[config.mk]
export PLATFORM = sky130hd
export DESIGN_NAME = lsu_ctrl_flat
export DESIGN_NICKNAME = d
export VERILOG_FILES = /design/src/rtl/lsu_ctrl_if.sv /design/src/rtl/lsu_ctrl.sv /design/src/flat_wrapper.sv
export SDC_FILE = /design/constraint.sdc
export NUM_CORES = 1
export LEC_CHECK = 0
export CAP_MARGIN = 20
export CORE_ASPECT_RATIO = 0.8
export CORE_MARGIN = 2
export CORE_UTILIZATION = 30
export CTS_CLUSTER_DIAMETER = 30
export CTS_CLUSTER_SIZE = 25
export DETAILED_ROUTE_END_ITERATION = 6
export DONT_BUFFER_PORTS = 1
export PLACE_DENSITY = 0.47
export SYNTH_ARGS = -nofsm -noshare
export SYNTH_HDL_FRONTEND = slang
export SYNTH_SLANG_ARGS = --single-unit
[constraint.sdc]
create_clock -name clk -period 4.7 [get_ports clk]
set_input_delay 0.235 -clock clk [delete_from_list [all_inputs] [get_ports clk]]
set_output_delay 0.235 -clock clk [all_outputs]
set_load 0.05 [all_outputs]
[src/rtl/lsu_ctrl_if.sv]
// lsu_ctrl_if: request (EXU), response (WBU) and PMEM port bundle of the LSU.
// The slave modport is the LSU's view; the master modport is the surrounding
// pipeline/memory view.
interface lsu_ctrl_if #(
   parameter int XLEN = 32
);
   logic            in_valid;
   logic            in_ready;
   logic            in_ren;
   logic            in_wen;
   logic [XLEN-1:0] in_addr;
   logic [XLEN-1:0] in_wdata;
   logic [1:0]      in_size;
   logic            in_sext;

   logic            out_valid;
   logic            out_ready;
   logic [XLEN-1:0] out_rdata;
   logic            out_err;

   logic            mem_valid;
   logic [XLEN-1:0] mem_raddr;
   logic [XLEN-1:0] mem_rdata;
   logic            mem_wen;
   logic [XLEN-1:0] mem_waddr;
   logic [XLEN-1:0] mem_wdata;
   logic [7:0]      mem_wmask;

   modport slave (
      input  in_valid, in_ren, in_wen, in_addr, in_wdata, in_size, in_sext,
      input  out_ready, mem_rdata,
      output in_ready, out_valid, out_rdata, out_err,
      output mem_valid, mem_raddr, mem_wen, mem_waddr, mem_wdata, mem_wmask
   );

   modport master (
      output in_valid, in_ren, in_wen, in_addr, in_wdata, in_size, in_sext,
      output out_ready, mem_rdata,
      input  in_ready, out_valid, out_rdata, out_err,
      input  mem_valid, mem_raddr, mem_wen, mem_waddr, mem_wdata, mem_wmask
   );
endinterface

[src/rtl/lsu_ctrl.sv]
// lsu_ctrl: load/store unit in front of the PMEM port.
// One request per handshake: IDLE -> ISSUE (single mem_valid pulse) -> WAIT
// (capture one-cycle-latency read data) -> RESP (hold until WBU accepts).
// Optional feature macro: LSU_MISALIGN_CHK_EN -- misaligned half/word accesses
// skip memory and respond with out_err=1, out_rdata=0.
module lsu_ctrl #(
   parameter int         XLEN    = 32,
   parameter logic [1:0] OP_BYTE = 2'd0,
   parameter logic [1:0] OP_HALF = 2'd1,
   parameter logic [1:0] OP_WORD = 2'd2
) (
   input  logic        clk,
   input  logic        rst,
   lsu_ctrl_if.slave   bus
);

   typedef enum logic [1:0] {
      S_IDLE  = 2'd0,
      S_ISSUE = 2'd1,
      S_WAIT  = 2'd2,
      S_RESP  = 2'd3
   } state_t;

   state_t          state_q, state_d;
   logic [XLEN-1:0] addr_q, addr_d;
   logic [XLEN-1:0] wdata_q, wdata_d;
   logic [1:0]      size_q, size_d;
   logic            sext_q, sext_d;
   logic            wen_q, wen_d;
   logic [XLEN-1:0] out_rdata_q, out_rdata_d;
`ifdef LSU_MISALIGN_CHK_EN
   logic            out_err_q, out_err_d;
`endif

   // Shift the addressed lanes down to bit 0, then size-select and extend.
   // Lanes shifted in from beyond lane 3 are zero, so a misaligned access
   // simply loses its out-of-word bytes.
   function automatic logic [XLEN-1:0] extract(input logic [XLEN-1:0] word,
                                               input logic [1:0]      off,
                                               input logic [1:0]      size,
                                               input logic            sext);
      logic [XLEN-1:0]    sh;
      logic signed [7:0]  b_s;
      logic signed [15:0] h_s;
      sh  = word >> {off, 3'b000};
      b_s = sh[7:0];
      h_s = sh[15:0];
      case (size)
         OP_BYTE: extract = sext ? XLEN'(b_s) : XLEN'(sh[7:0]);
         OP_HALF: extract = sext ? XLEN'(h_s) : XLEN'(sh[15:0]);
         default: extract = sh;
      endcase
   endfunction

   // Byte-lane enables within the 32-bit word; lanes past lane 3 fall off.
   function automatic logic [3:0] lane_mask(input logic [1:0] size,
                                            input logic [1:0] off);
      logic [3:0] base;
      case (size)
         OP_BYTE: base = 4'b0001;
         OP_HALF: base = 4'b0011;
         default: base = 4'b1111;
      endcase
      lane_mask = base << off;
   endfunction

`ifdef LSU_MISALIGN_CHK_EN
   function automatic logic misaligned(input logic [1:0] size,
                                       input logic [1:0] off);
      case (size)
         OP_BYTE: misaligned = 1'b0;
         OP_HALF: misaligned = off[0];
         default: misaligned = (off != 2'b00);
      endcase
   endfunction
`endif

   // State and latched-request registers.
   always_ff @(posedge clk) begin
      if (rst) begin
         state_q     <= S_IDLE;
         addr_q      <= '0;
         wdata_q     <= '0;
         size_q      <= '0;
         sext_q      <= 1'b0;
         wen_q       <= 1'b0;
         out_rdata_q <= '0;
`ifdef LSU_MISALIGN_CHK_EN
         out_err_q   <= 1'b0;
`endif
      end else begin
         state_q     <= state_d;
         addr_q      <= addr_d;
         wdata_q     <= wdata_d;
         size_q      <= size_d;
         sext_q      <= sext_d;
         wen_q       <= wen_d;
         out_rdata_q <= out_rdata_d;
`ifdef LSU_MISALIGN_CHK_EN
         out_err_q   <= out_err_d;
`endif
      end
   end

   // Next-state logic and per-state handshake/strobe outputs.
   always_comb begin
      state_d       = state_q;
      addr_d        = addr_q;
      wdata_d       = wdata_q;
      size_d        = size_q;
      sext_d        = sext_q;
      wen_d         = wen_q;
      out_rdata_d   = out_rdata_q;
`ifdef LSU_MISALIGN_CHK_EN
      out_err_d     = out_err_q;
`endif
      bus.in_ready  = 1'b0;
      bus.out_valid = 1'b0;
      bus.mem_valid = 1'b0;
      bus.mem_wen   = 1'b0;

      case (state_q)
         S_IDLE: begin
            bus.in_ready = 1'b1;
            if (bus.in_valid) begin
               addr_d      = bus.in_addr;
               wdata_d     = bus.in_wdata;
               size_d      = bus.in_size;
               sext_d      = bus.in_sext;
               wen_d       = bus.in_wen;
               out_rdata_d = '0;
`ifdef LSU_MISALIGN_CHK_EN
               out_err_d   = 1'b0;
`endif
               if (bus.in_wen || bus.in_ren) begin
`ifdef LSU_MISALIGN_CHK_EN
                  if (misaligned(bus.in_size, bus.in_addr[1:0])) begin
                     out_err_d = 1'b1;
                     state_d   = S_RESP;
                  end else begin
                     state_d   = S_ISSUE;
                  end
`else
                  state_d = S_ISSUE;
`endif
               end else begin
                  // Neither load nor store: answer with zero, touch nothing.
                  state_d = S_RESP;
               end
            end
         end
         S_ISSUE: begin
            bus.mem_valid = 1'b1;
            bus.mem_wen   = wen_q;
            state_d       = S_WAIT;
         end
         S_WAIT: begin
            // PMEM clears mem_rdata once mem_valid drops, so capture it now.
            out_rdata_d = wen_q ? '0 : extract(bus.mem_rdata, addr_q[1:0], size_q, sext_q);
            state_d     = S_RESP;
         end
         S_RESP: begin
            bus.out_valid = 1'b1;
            if (bus.out_ready) begin
               state_d = S_IDLE;
            end
         end
         default: state_d = S_IDLE;
      endcase
   end

   assign bus.mem_raddr = {addr_q[XLEN-1:2], 2'b00};
   assign bus.mem_waddr = {addr_q[XLEN-1:2], 2'b00};
   assign bus.mem_wdata = wdata_q << {addr_q[1:0], 3'b000};
   assign bus.mem_wmask = {4'b0000, lane_mask(size_q, addr_q[1:0])};
   assign bus.out_rdata = out_rdata_q;
`ifdef LSU_MISALIGN_CHK_EN
   assign bus.out_err   = out_err_q;
`else
   assign bus.out_err   = 1'b0;
`endif

endmodule

[src/flat_wrapper.sv]
// flat-port wrapper written by rule: the top's interface ports become plain ports
module lsu_ctrl_flat 
#(
   parameter int         XLEN    = 32,
   parameter logic [1:0] OP_BYTE = 2'd0,
   parameter logic [1:0] OP_HALF = 2'd1,
   parameter logic [1:0] OP_WORD = 2'd2
)
  (clk, rst, bus_in_valid, bus_in_ren, bus_in_wen, bus_in_addr, bus_in_wdata, bus_in_size, bus_in_sext, bus_out_ready, bus_mem_rdata, bus_in_ready, bus_out_valid, bus_out_rdata, bus_out_err, bus_mem_valid, bus_mem_raddr, bus_mem_wen, bus_mem_waddr, bus_mem_wdata, bus_mem_wmask);
  lsu_ctrl_if #(.XLEN(XLEN)) bus_i ();
  input  logic clk;
  input  logic rst;
  input wire logic [$bits(bus_i.in_valid)-1:0] bus_in_valid;
  input wire logic [$bits(bus_i.in_ren)-1:0] bus_in_ren;
  input wire logic [$bits(bus_i.in_wen)-1:0] bus_in_wen;
  input wire logic [$bits(bus_i.in_addr)-1:0] bus_in_addr;
  input wire logic [$bits(bus_i.in_wdata)-1:0] bus_in_wdata;
  input wire logic [$bits(bus_i.in_size)-1:0] bus_in_size;
  input wire logic [$bits(bus_i.in_sext)-1:0] bus_in_sext;
  input wire logic [$bits(bus_i.out_ready)-1:0] bus_out_ready;
  input wire logic [$bits(bus_i.mem_rdata)-1:0] bus_mem_rdata;
  output wire logic [$bits(bus_i.in_ready)-1:0] bus_in_ready;
  output wire logic [$bits(bus_i.out_valid)-1:0] bus_out_valid;
  output wire logic [$bits(bus_i.out_rdata)-1:0] bus_out_rdata;
  output wire logic [$bits(bus_i.out_err)-1:0] bus_out_err;
  output wire logic [$bits(bus_i.mem_valid)-1:0] bus_mem_valid;
  output wire logic [$bits(bus_i.mem_raddr)-1:0] bus_mem_raddr;
  output wire logic [$bits(bus_i.mem_wen)-1:0] bus_mem_wen;
  output wire logic [$bits(bus_i.mem_waddr)-1:0] bus_mem_waddr;
  output wire logic [$bits(bus_i.mem_wdata)-1:0] bus_mem_wdata;
  output wire logic [$bits(bus_i.mem_wmask)-1:0] bus_mem_wmask;
  assign bus_i.in_valid = bus_in_valid;
  assign bus_i.in_ren = bus_in_ren;
  assign bus_i.in_wen = bus_in_wen;
  assign bus_i.in_addr = bus_in_addr;
  assign bus_i.in_wdata = bus_in_wdata;
  assign bus_i.in_size = bus_in_size;
  assign bus_i.in_sext = bus_in_sext;
  assign bus_i.out_ready = bus_out_ready;
  assign bus_i.mem_rdata = bus_mem_rdata;
  assign bus_in_ready = bus_i.in_ready;
  assign bus_out_valid = bus_i.out_valid;
  assign bus_out_rdata = bus_i.out_rdata;
  assign bus_out_err = bus_i.out_err;
  assign bus_mem_valid = bus_i.mem_valid;
  assign bus_mem_raddr = bus_i.mem_raddr;
  assign bus_mem_wen = bus_i.mem_wen;
  assign bus_mem_waddr = bus_i.mem_waddr;
  assign bus_mem_wdata = bus_i.mem_wdata;
  assign bus_mem_wmask = bus_i.mem_wmask;
  lsu_ctrl #(.XLEN(XLEN), .OP_BYTE(OP_BYTE), .OP_HALF(OP_HALF), .OP_WORD(OP_WORD)) u_core (.clk(clk), .rst(rst), .bus(bus_i));
endmodule
==> results.json <==
{
  "finalHoldViolCount": 0,
  "gp_congestion": 0.775,
  "synth_sequential_area_ratio_pct": 38.9,
  "timing.final.max_slew_violations": 0,
  "tritoncts": "done",
  "grt_pass1_wl_um": 22800,
  "first_pass_iters": 5,
  "worstPathMaxFanout": 51,
  "synth_top_family_by_area": "simple AND/OR/NAND/NOR gates",
  "route.detailed.drc": 0,
  "worstSetupEndpointType": "flop",
  "muxShareOfSynthArea_pct": 7.17,
  "antenna_violations_before_repair": 0,
  "synth-adder-area-share_pct": 0.953,
  "syn-mean-instance-area_um2": 8.08,
  "critPathKind": "flop to flop",
  "startpoint_type": "flop",
  "routed_wire_length_per_instance_um": 18.5,
  "synth-edff-count": 0,
  "std_cell_rows": 43,
  "finalHoldWorstSlack_ns": 0.0142,
  "post-dp-hpwl_um": 10600,
  "clock_path_buffers": 2,
  "final_worst_clock_skew_ns": 0.00828,
  "vdd_ir_drop_max_mv": 0.171,
  "detailroute.via_count": 4127,
  "r2r_start": "u_core.state_q[0]",
  "postSynth.topFlopCell": "sky130_fd_sc_hd__dfxtp_1",
  "fp.dieArea_um2": 18600,
  "syn-cell-area_um2": 5250,
  "num-nets-final": 694,
  "layout-drive-gt1-share_pct": 5.59,
  "post_synth_xor_area_fraction_pct": 0.167,
  "power_leakage_nw": 1.93,
  "hold_depth": 2,
  "synth_simple_gate_area_share_pct": 19.1,
  "groute.usage.overall_pct": 15.7,
  "pin_count_of_the_biggest_net_entering_global_routing": 80,
  "worst_slew_margin_relative_to_its_limit_pct": 26.2,
  "grt-ovfl-total": 0,
  "synth-compound-area-share_pct": 19.1,
  "status": "finished, final reports clean",
  "clock_sinks": 102,
  "cts.repair_timing.setup_buffer_count": 0,
  "synth_seq_cells": 102,
  "starting_density_of_the_core_pct": 30.5,
  "hold_path_startpoint": "bus_in_addr[8]",
  "worst_setup_hold_path_clk_slew_ns": 0.08,
  "finalSetupViolCount": 0,
  "hold_path_end": "u_core.addr_q[8]",
  "dr_vias_cell": 5.06,
  "final.period_utilization_pct": 61.5,
  "antennaDiodeCount": 0,
  "ys.warnings.count": 0,
  "chipWidth_um": 152,
  "worst-slew-pin-transition_ns": 1.11,
  "floorplan.io_pins": 246,
  "final.setup.tns_ns": 0,
  "power_density_nw_per_um2": 644,
  "syn_inst": 650,
  "rr_worst_depth": 6,
  "worstPathRequired_ns": 4.94,
  "antenna_nets_post_route": 0,
  "placeableCoreArea_um2": 17200,
  "critPathArrivalTime_ns": 3.13,
  "syn_to_final_growth_pct": 3.83,
  "cts-root-buf": "sky130_fd_sc_hd__clkbuf_16",
  "synthArstFlopShare_pct": 0,
  "class_of_the_tightest_hold_or_removal_check": "input pin to flop",
  "grt_pass1_vias": 4055,
  "worstReg2RegEnd": "u_core.addr_q[29]",
  "tritoncts.num_buffers": 9,
  "timing.max_cap.violations": 0,
  "clock_tree.htree_level_count": 3,
  "initialDrtViolationCount": 200,
  "portBuffers": 0,
  "achievable-frequency_mhz": 346,
  "netlist-cell-type-count": 38,
  "clock_latency_ns": 0.36,
  "cts_resized": 0,
  "detail_route.wirelength_um": 15100,
  "chipHeight_um": 122,
  "final.fill_count": 1807,
  "grt_setup_unrepaired": "no",
  "timing.final.crit_period_ns": 2.89,
  "ff2ff_setup_slack_ns": 1.81
}
synthesized netlist by cell type, drive strengths merged (7+ instances only):
master,instances,area (µm²)
o21a,7,52.6
a21oi,78,390
nor2,25,93.8
a221o,8,80.1
a211o,7,61.3
mux2i,35,354
nand2,160,601
o21ai,16,80.1
and2,10,62.6
o211ai,8,60.1
nor2b,19,126
a22o,8,70.1
a211oi,11,82.6
dfxtp,102,2040
buf,91,652
clkbuf,27,101
a32oi,7,61.3
nand3b,9,67.6
cells by family after synthesis:
kind of cell	count (synthesis)
AND/OR/NAND/NOR	231
AO/OA/AOI/OAI	154
buffers and inverters	121
flip-flops	102
multiplexers	36
adder cells (fa/ha/maj)	4
other	1
XOR/XNOR	1
worst max-delay path by stage:
stage	start	endpoint
2_1_floorplan	u_core.addr_q[1]	bus_mem_wdata[17]
3_3_place_gp	u_core.state_q[0]	u_core.bus.out_rdata[22]
3_5_place_dp	u_core.state_q[0]	u_core.bus.out_rdata[22]
4_1_cts	u_core.state_q[0]	u_core.addr_q[29]
5_1_grt	u_core.state_q[1]	u_core.addr_q[29]
6_report	u_core.state_q[0]	u_core.addr_q[29]
cell type report:
| type | instances | area [µm²] | area share (%) |
|---|---|---|---|
| Clock buffer | 10 | 239 | 4.38 |
| Clock inverter | 6 | 45.0 | 0.826 |
| Inverter | 3 | 11.3 | 0.206 |
| Multi-Input combinational cell | 435 | 2480 | 45.5 |
| Sequential cell | 102 | 2050 | 37.5 |
| Tap cell | 225 | 282 | 5.16 |
| Timing Repair Buffer | 34 | 348 | 6.38 |
cells in the final DEF (no fill, tap or decap), types with 4 or more instances in the layout:
cell,netlist,layout
sky130_fd_sc_hd__a211oi_1,11,11
sky130_fd_sc_hd__o211ai_1,8,8
sky130_fd_sc_hd__a22o_1,8,8
sky130_fd_sc_hd__a221o_1,8,8
sky130_fd_sc_hd__a21oi_1,78,78
sky130_fd_sc_hd__mux2i_1,34,34
sky130_fd_sc_hd__dlygate4sd3_1,0,29
sky130_fd_sc_hd__o21ai_0,16,8
sky130_fd_sc_hd__conb_1,1,9
sky130_fd_sc_hd__o21a_1,7,7
sky130_fd_sc_hd__a211o_1,7,7
sky130_fd_sc_hd__nand3b_1,9,9
sky130_fd_sc_hd__a32oi_1,7,7
sky130_fd_sc_hd__nand2_1,160,159
sky130_fd_sc_hd__nor2b_1,18,18
sky130_fd_sc_hd__clkbuf_16,0,9
sky130_fd_sc_hd__dfxtp_1,102,100
sky130_fd_sc_hd__nor2_1,25,24
sky130_fd_sc_hd__o21ai_1,0,8
sky130_fd_sc_hd__and2_1,10,9
sky130_fd_sc_hd__buf_4,70,4
sky130_fd_sc_hd__ha_1,4,4
power breakdown:
part	switching (mW)	internal (mW)	total, mW
Sequential	0.610	1.01	1.62
Clock	0.352	0.378	0.730
Combinational	0.861	0.306	1.17
state kept, by name, summed over array words and instances (netlist names):
| name | count |
|---|---|
| u_core.sext_q | 1 |
| u_core.bus.out_rdata | 32 |
| u_core.wdata_q | 32 |
| u_core.size_q | 2 |
| u_core.wen_q | 1 |
| u_core.state_q | 2 |
| u_core.addr_q | 32 |
critical path, stage by stage (launching register included):
cell and delay (ns):
sky130_fd_sc_hd__dfxtp_1 0.35, sky130_fd_sc_hd__inv_1 0.09, sky130_fd_sc_hd__ha_1 0.65, sky130_fd_sc_hd__nand2_2 0.78
sky130_fd_sc_hd__nand2_1 0.25, sky130_fd_sc_hd__a21oi_1 0.09, sky130_fd_sc_hd__dlygate4sd3_1 0.57
timing repair:
item / CTS / global route
hold buffers: 30 / 0
hold endpoints to repair: 78 / 0
endpoints found under the setup margin: 0 / 0
layer usage:
| metal | wire length, µm | vias to the layer above | global-route usage (%) |
|---|---|---|---|
| met4 | 242 | 0 | 5.37 |
| met2 | 7180 | 184 | 26.4 |
| met1 | 6000 | 1933 | 17.4 |
| met3 | 1650 | 19 | 7.84 |
| met5 | 0 | - | 0 |
| li1 | - | 1991 | - |
metrics by stage:
| stage | cells | utilization (%) | power (mW) | area, µm² | worst slack (ns) |
|---|---|---|---|---|---|
| 2_1_floorplan | 658 | - | 2.72 | 5280 | 2.33 |
| 3_3_place_gp | 769 | 28.2 | 2.75 | 4850 | 2.06 |
| 3_5_place_dp | 769 | 28.2 | 2.78 | 4850 | 1.97 |
| 4_1_cts | 815 | 31.7 | 3.56 | 5460 | 1.81 |
| 5_1_grt | 815 | 31.7 | 3.71 | 5460 | 1.62 |
| 6_report | 815 | 31.7 | 3.51 | 5460 | 1.81 |
No activity file was read; power rests on OpenSTA's default activity.
